<file path="src/rtl/instr_fetch.sv">
// instr_fetch: program-address generator for the synchronous ROM with a 2-entry queue feeding decode
module instr_fetch #(
    parameter int PC_WIDTH    = 4,
    parameter int INSTR_WIDTH = 8
) (
    input  logic                   clk,
    input  logic                   reset,
    output logic [PC_WIDTH-1:0]    mem_addr,
    output logic                   mem_en,
    input  logic [INSTR_WIDTH-1:0] mem_data,
    input  logic                   branch_en,
    input  logic [PC_WIDTH-1:0]    branch_target,
    output logic [INSTR_WIDTH-1:0] instr_out,
    output logic [PC_WIDTH-1:0]    instr_pc,
    output logic                   instr_valid,
    input  logic                   instr_ready
);
    logic [PC_WIDTH-1:0]    fetch_pc;
    logic [PC_WIDTH-1:0]    inflight_pc;
    logic                   inflight;
    logic [PC_WIDTH-1:0]    q_pc [2];
    logic [INSTR_WIDTH-1:0] q_instr [2];
    logic                   head;
    logic [1:0]             count;
    logic                   pop;
    logic                   push;
    logic                   issue;
    logic                   tail;

    // handshake, credit check and redirect mux; outputs read as zero while reset is held
    always_comb begin
        instr_valid = reset && (count != 2'd0) && !branch_en;
        pop         = instr_valid && instr_ready;
        push        = inflight && !branch_en;
        issue       = ({1'b0, count} + {2'b0, inflight}) < (3'd2 + {2'b0, pop});
        tail        = head ^ count[0];
        mem_en      = reset && (branch_en || issue);
        mem_addr    = branch_en ? branch_target : fetch_pc;
        instr_out   = (reset && count != 2'd0) ? q_instr[head] : '0;
        instr_pc    = (reset && count != 2'd0) ? q_pc[head] : '0;
    end

    // fetch address and the single outstanding ROM read
    always_ff @(posedge clk) begin
        if (!reset) begin
            fetch_pc    <= '0;
            inflight    <= 1'b0;
            inflight_pc <= '0;
        end else if (branch_en) begin
            fetch_pc    <= branch_target + PC_WIDTH'(1);
            inflight    <= 1'b1;
            inflight_pc <= branch_target;
        end else begin
            inflight <= issue;
            if (issue) begin
                fetch_pc    <= fetch_pc + PC_WIDTH'(1);
                inflight_pc <= fetch_pc;
            end
        end
    end

    // queue occupancy: head advances on pop, a redirect flushes everything
    always_ff @(posedge clk) begin
        if (!reset || branch_en) begin
            count <= 2'd0;
            head  <= 1'b0;
        end else begin
            count <= count + {1'b0, push} - {1'b0, pop};
            head  <= head ^ pop;
        end
    end

    // queue storage: the returning word lands at the tail slot, which may be the slot being popped
    always_ff @(posedge clk) begin
        if (push) begin
            q_pc[tail]    <= inflight_pc;
            q_instr[tail] <= mem_data;
        end
    end

    // the credit rule must keep a return from landing in a full queue
    always_ff @(posedge clk) begin
        if (reset && push && !pop)
            assert (count != 2'd2);
    end
endmodule
</file>
<file path="config.mk">
export PLATFORM = sky130hd
export DESIGN_NAME = instr_fetch
export DESIGN_NICKNAME = d
export VERILOG_FILES = /design/src/rtl/instr_fetch.sv
export SDC_FILE = /design/constraint.sdc
export NUM_CORES = 1
export LEC_CHECK = 0
export CORE_MARGIN = 4
export CORE_UTILIZATION = 45
export DETAILED_ROUTE_END_ITERATION = 10
export PLACE_DENSITY = 0.74
export SLEW_MARGIN = 20
export SYNTH_ARGS = -nofsm -noshare
export SYNTH_HDL_FRONTEND = slang
export SYNTH_SLANG_ARGS = --single-unit
</file>
<file path="constraint.sdc">
create_clock -name clk -period 2.1 [get_ports clk]
set_clock_uncertainty 0.05 [all_clocks]
set_input_delay 0.42 -clock clk [delete_from_list [all_inputs] [get_ports clk]]
set_output_delay 0.42 -clock clk [all_outputs]
set_load 0.01 [all_outputs]
</file>
Word-level counts from Yosys, hierarchy flattened
Memories as Yosys holds them, arrays and structs flattened. A register that Yosys moved wholly into a read port is not among the register bits.
Index checks and enable logic that the tools add are counted.
{ "totals": {"out_inout_bits": 18, "ram_bits": 24, "wordCells": 39, "register_bits": 12, "mem_bits_ro": 0, "latch_bits": 0, "mem_count": 2} }
{ "memory_table": {"columns": ["memory", "words", "word_bits", "rd", "rd_clocked_by_memory_dff", "wr", "line_no", "source"], "rows": [
  ["q_instr", 2, 8, 1, 1, 1, "22", "logic [INSTR_WIDTH-1:0] q_instr [2];"],
  ["q_pc", 2, 4, 1, 1, 1, "21", "logic [PC_WIDTH-1:0] q_pc [2];"]
]} }
{ "op_classes": {"n_eq_ne": 0, "magnitude_cmp": 1, "n_mux": 12, "div": 0, "mul": 0, "shift": 0, "add_sub_neg": 6, "bitwise_logic": 2, "reduce_logical": 11} }
{ "ops": {"columns": ["operator", "n"], "rows": [
  ["two-way mux 4 bit", 6],
  ["adder 4 x 1 -> 4 bit (second input constant)", 2],
  ["two-way mux 8 bit", 1],
  ["logical AND 1 bit", 5],
  ["two-way mux 1 bit", 5],
  ["nonzero test 2 bit", 2],
  ["adder 2 x 1 -> 3 bit", 1],
  ["adder 2 x 1 -> 3 bit (first input constant)", 1],
  ["< comparator 3 bit", 1],
  ["adder 2 x 1 -> 2 bit", 1],
  ["logical NOT 1 bit", 2],
  ["logical OR 1 bit", 2],
  ["subtractor 2 x 1 -> 2 bit", 1],
  ["bitwise XOR 1 bit", 2]
]} }

Depth between registers and ports, before layout
{ "logic_depth": {"ltp_word": 8, "mapped_depth": 9, "ltp_nobuf": 8} }

Worst setup path before layout
No wires, ideal clock.
{ "synth_path": {"kind": "register -> output", "from": "reg count[0]", "to": "out mem_en", "t_required_ns": 1.630, "t_arrival_ns": 1.590, "slack_ns": 0.040, "n_path_buf": 1, "path_stages_with_launch": 6, "path_cell_list": "dfxtp_1 ha_1 ha_1 o41ai_4 buf_6 and2_1"} }
{ "synth_via": {"elab_chain_len": 8} }
{ "synth_rtl": {"columns": ["item", "line_no", "source"], "rows": [
  ["from (decl)", "24", "logic [1:0] count;"],
  ["from (signal assigned)", "68", "count <= count + {1'b0, push} - {1'b0, pop};"],
  ["nonzero test 2 bit", "32", "instr_valid = reset && (count != 2'd0) && !branch_en;"],
  ["logical AND 1 bit (2 in series)", "32", null],
  ["logical AND 1 bit", "33", "pop = instr_valid && instr_ready;"],
  ["adder 2 x 1 -> 3 bit", "35", "issue = ({1'b0, count} + {2'b0, inflight}) < (3'd2 + {2'b0, pop});"],
  ["< comparator 3 bit *", "35", null],
  ["logical OR 1 bit *", "37", "mem_en = reset && (branch_en || issue);"],
  ["logical AND 1 bit *", "37", null],
  ["to (decl)", "9", "output logic mem_en,"]
]} }
Mark *: on every way between the ends. The rest lies on a longest branch, timed or not.

Worst setup path in the final report
{ "layout_path": {"from": "reg inflight", "to": "out mem_en"} }
{ "layout_via": {"elab_chain_len": 4} }
{ "layout_rtl": {"columns": ["item", "line_no", "source"], "rows": [
  ["from (decl)", "20", "logic inflight;"],
  ["from (signal assigned)", "54", "inflight <= issue;"],
  ["adder 2 x 1 -> 3 bit", "35", null],
  ["< comparator 3 bit", "35", null],
  ["logical OR 1 bit", "37", null],
  ["logical AND 1 bit", "37", null]
]} }
Every way passes these cells.

==> results.py <==
metrics = {
    "critical_path": {
        "path_cells": "ha_2, ha_4, o21ba_4, o41ai_4, and2_1, buf_2",
        "critPathKind": "flop to output pin",
        "startpoint_type": "flop",
        "regToRegSetupSlack_ns": 0.31,
        "r2r_start": "count[1]",
        "end_kind": "output pin",
        "r2r_end": "count[1]",
        "cp.buffers_inverters": 1,
        "crit_cells": 6,
        "arrival_ns": 1.66,
        "required_ns": 1.63,
        "critPathMaxFanout": 2,
        "slowest_delay_ns": 0.34,
        "critPathSlowestCell": "dfxtp_2",
        "reg2reg_depth": 9,
        "startpoint": "inflight",
        "cp_top_family": "adder cells",
        "worstSetupEndpoint": "mem_en",
    },
    "synth": {
        "ys_top_cells_by_count": "edfxtp_1 (24), mux2i_1 (19), nor2_1 (19), dfxtp_1 (12), inv_1 (7)",
        "yosys-top-cells-area": "edfxtp_1 (45%), dfxtp_1 (15%), mux2i_1 (12%)",
        "yosys.cell_count.top_type": "edfxtp_1",
        "synth_edf_count": 24,
        "netlist_area_mm2": 0.001594,
        "yosys_warnings": 0,
        "ys_async_sr_fraction": 0,
        "synth.top_cell.area_share": 0.4521,
        "avgSynthCellArea_um2": 13.07,
        "yosysSeqAreaShare": 0.6028,
        "ys_types": 26,
        "syn_inst": 122,
        "synth_nets": 143,
        "synth_ff_type": "edfxtp_1",
        "yosysTopAreaCell": "edfxtp_1",
        "synth-seq-cells": 36,
    },
    "clock_network": {
        "clkTransAtPathRegs_ns": 0.11,
        "clkLatencyLatePin_ns": 0.34,
        "cts_tree": "yes",
        "cts_buffers": 5,
        "clockRootBuffer": "clkbuf_4",
        "clockBufferDepth": 2,
        "htree_levels": 2,
        "cts_sinks": 36,
    },
    "sta": {
        "relSlewSlack": 0.8132,
        "finalCriticalPeriod_ns": 2.133,
        "final-setup-viol-count": 1,
        "timing.final.ws_setup_ns": -0.03268,
        "rsz0062_at_grt": "yes",
        "hold_viol": 0,
        "finalMaxSlewViolations": 0,
        "setup_tns_ns": -0.03268,
        "fin_crit_sh": 1.016,
        "clock.fmax_ghz": 0.4689,
        "worst_pin_slew_ns": 0.2793,
        "fin_hold_ws_ns": 0.4240,
    },
    "cells_and_area": {
        "stdcell_count": 229,
        "fillers": 252,
        "final_net_count": 203,
        "n_antenna_cell": 0,
        "layout-drive-gt1-share": 0.3005,
        "syn2layout_area_growth_pct": 39.80,
        "fin_area_mm2": 0.002228,
    },
    "global_route": {
        "grt_pass1_vias": 1141,
        "antenna_found_initial": 0,
        "overflow": 0,
        "grt_pass1_wl_um": 5209,
        "grt_max_degree": 15,
        "grtUsageTotal": 0.1587,
    },
    "placed_design": {
        "dp_hpwl_um": 2225,
        "place_area_mm2": 0.002100,
        "dp_cells": 216,
        "portBuffers": 33,
        "gp_congestion": 0.8055,
    },
    "status": {
        "violations": "setup timing",
        "status": "complete, but fails checks",
    },
    "min_path": {
        "hp-start": "inflight_pc[2]",
        "hold_path.class": "flop to flop",
    },
    "power_and_ir_drop": {
        "p_total_uw": 1481,
        "ir_drop_v": 0.0005743,
        "leakagePower_uw": 0.0009448,
        "p_per_area_mw_per_mm2": 664.7,
    },
    "routing": {
        "vias_per_cell": 4.865,
        "drtIter0Drc": 34,
        "dr.pass1.iters": 5,
        "detail_route.wl_per_cell_um": 13.83,
        "ant_nets": 0,
        "vias": 1114,
        "routed_wl_um": 3167,
        "drc": 0,
    },
    "die": {
        "start_util": 0.4703,
        "die-area_mm2": 0.004558,
        "die_w_um": 67.52,
        "pin_count": 34,
        "core_mm2": 0.003390,
        "die_height_um": 67.52,
        "fp-row-count": 21,
    },
    "flow_run": {
        "cap_viol_max_count": 0,
    },
}
## worst min path at each step
stage | endpoint | cells past startpoint
final | q_pc[1][2] | 0
after global routing | q_pc[1][3] | 0
after CTS | q_pc[1][2] | 0
after detailed placement | q_pc[1][2] | 0
after global placement | q_pc[0][1] | 0
after floorplan | q_pc[0][1] | 0
## metal layers
| metal | track usage | up-vias | routed length, um |
|---|---|---|---|
| li1 | - | 545 | - |
| met1 | 0.1848 | 543 | 1293 |
| met2 | 0.2697 | 21 | 1715 |
| met3 | 0.05324 | 5 | 119 |
| met4 | 0.05823 | 0 | 39 |
| met5 | 0 | - | 0 |
## layout make-up
type	count	area, um^2	area share
Tap cell	46	57.56	0.02583
Timing Repair Buffer	59	495.5	0.2223
Clock inverter	3	42.54	0.01909
Multi-Input combinational cell	73	604.3	0.2712
Clock buffer	5	37.54	0.01684
Inverter	7	26.28	0.01179
Sequential cell	36	964.7	0.4329
## timing repair
action / in CTS / in global routing
hold buffers: 0 / 0
setup buffers: 2 / 3
pin swaps: 2 / 2
setup endpoints to repair: 18 / 10
gates resized for setup: 35 / 19
## flip-flops by register name (all words and copies together) (netlist names)
| signal | cells |
|---|---|
| count | 2 |
| fetch_pc | 4 |
| head | 1 |
| inflight | 1 |
| inflight_pc | 4 |
| q_instr | 16 |
| q_pc | 8 |
## through the flow
stage                     utilization  setup slack [ns]
final                          0.6574          -0.03268
after global routing           0.6574           -0.1098
after CTS                      0.6493           -0.1071
after detailed placement       0.6194           -0.4091
after global placement         0.6194           -0.3838
after floorplan                     -           0.04009
## power breakdown
part | switching [uW] | total, uW | internal [uW]
logic | 85.7 | 195 | 109
clock network | 235 | 483 | 248
registers | 14.7 | 803 | 789
total | 335 | 1480 | 1150
## layout by cell type, fill, tap and decap left out, drive strengths merged, types with 5 or more instances in the layout
master / count
buf: 29
edfxtp: 24
nor2: 19
mux2i: 19
clkdlybuf4s50: 13
dfxtp: 12
dlygate4sd2: 8
clkbuf: 8
inv: 7
clkdlybuf4s15: 5
ha: 5
## logic make-up (layout without fill, tap and decap cells)
family	count (synthesis)	in the layout	synth area share
muxes	19	19	0.1193
and+or+nand+nor	33	33	0.1036
AOI/OAI and AO/OA	11	11	0.06594
xor gates and xnor gates	5	5	0.02747
DFF	36	36	0.6028
adders and majority gates	5	5	0.03925
buffers and inverters	13	74	0.04161
(Power assumes the default switching activity.)
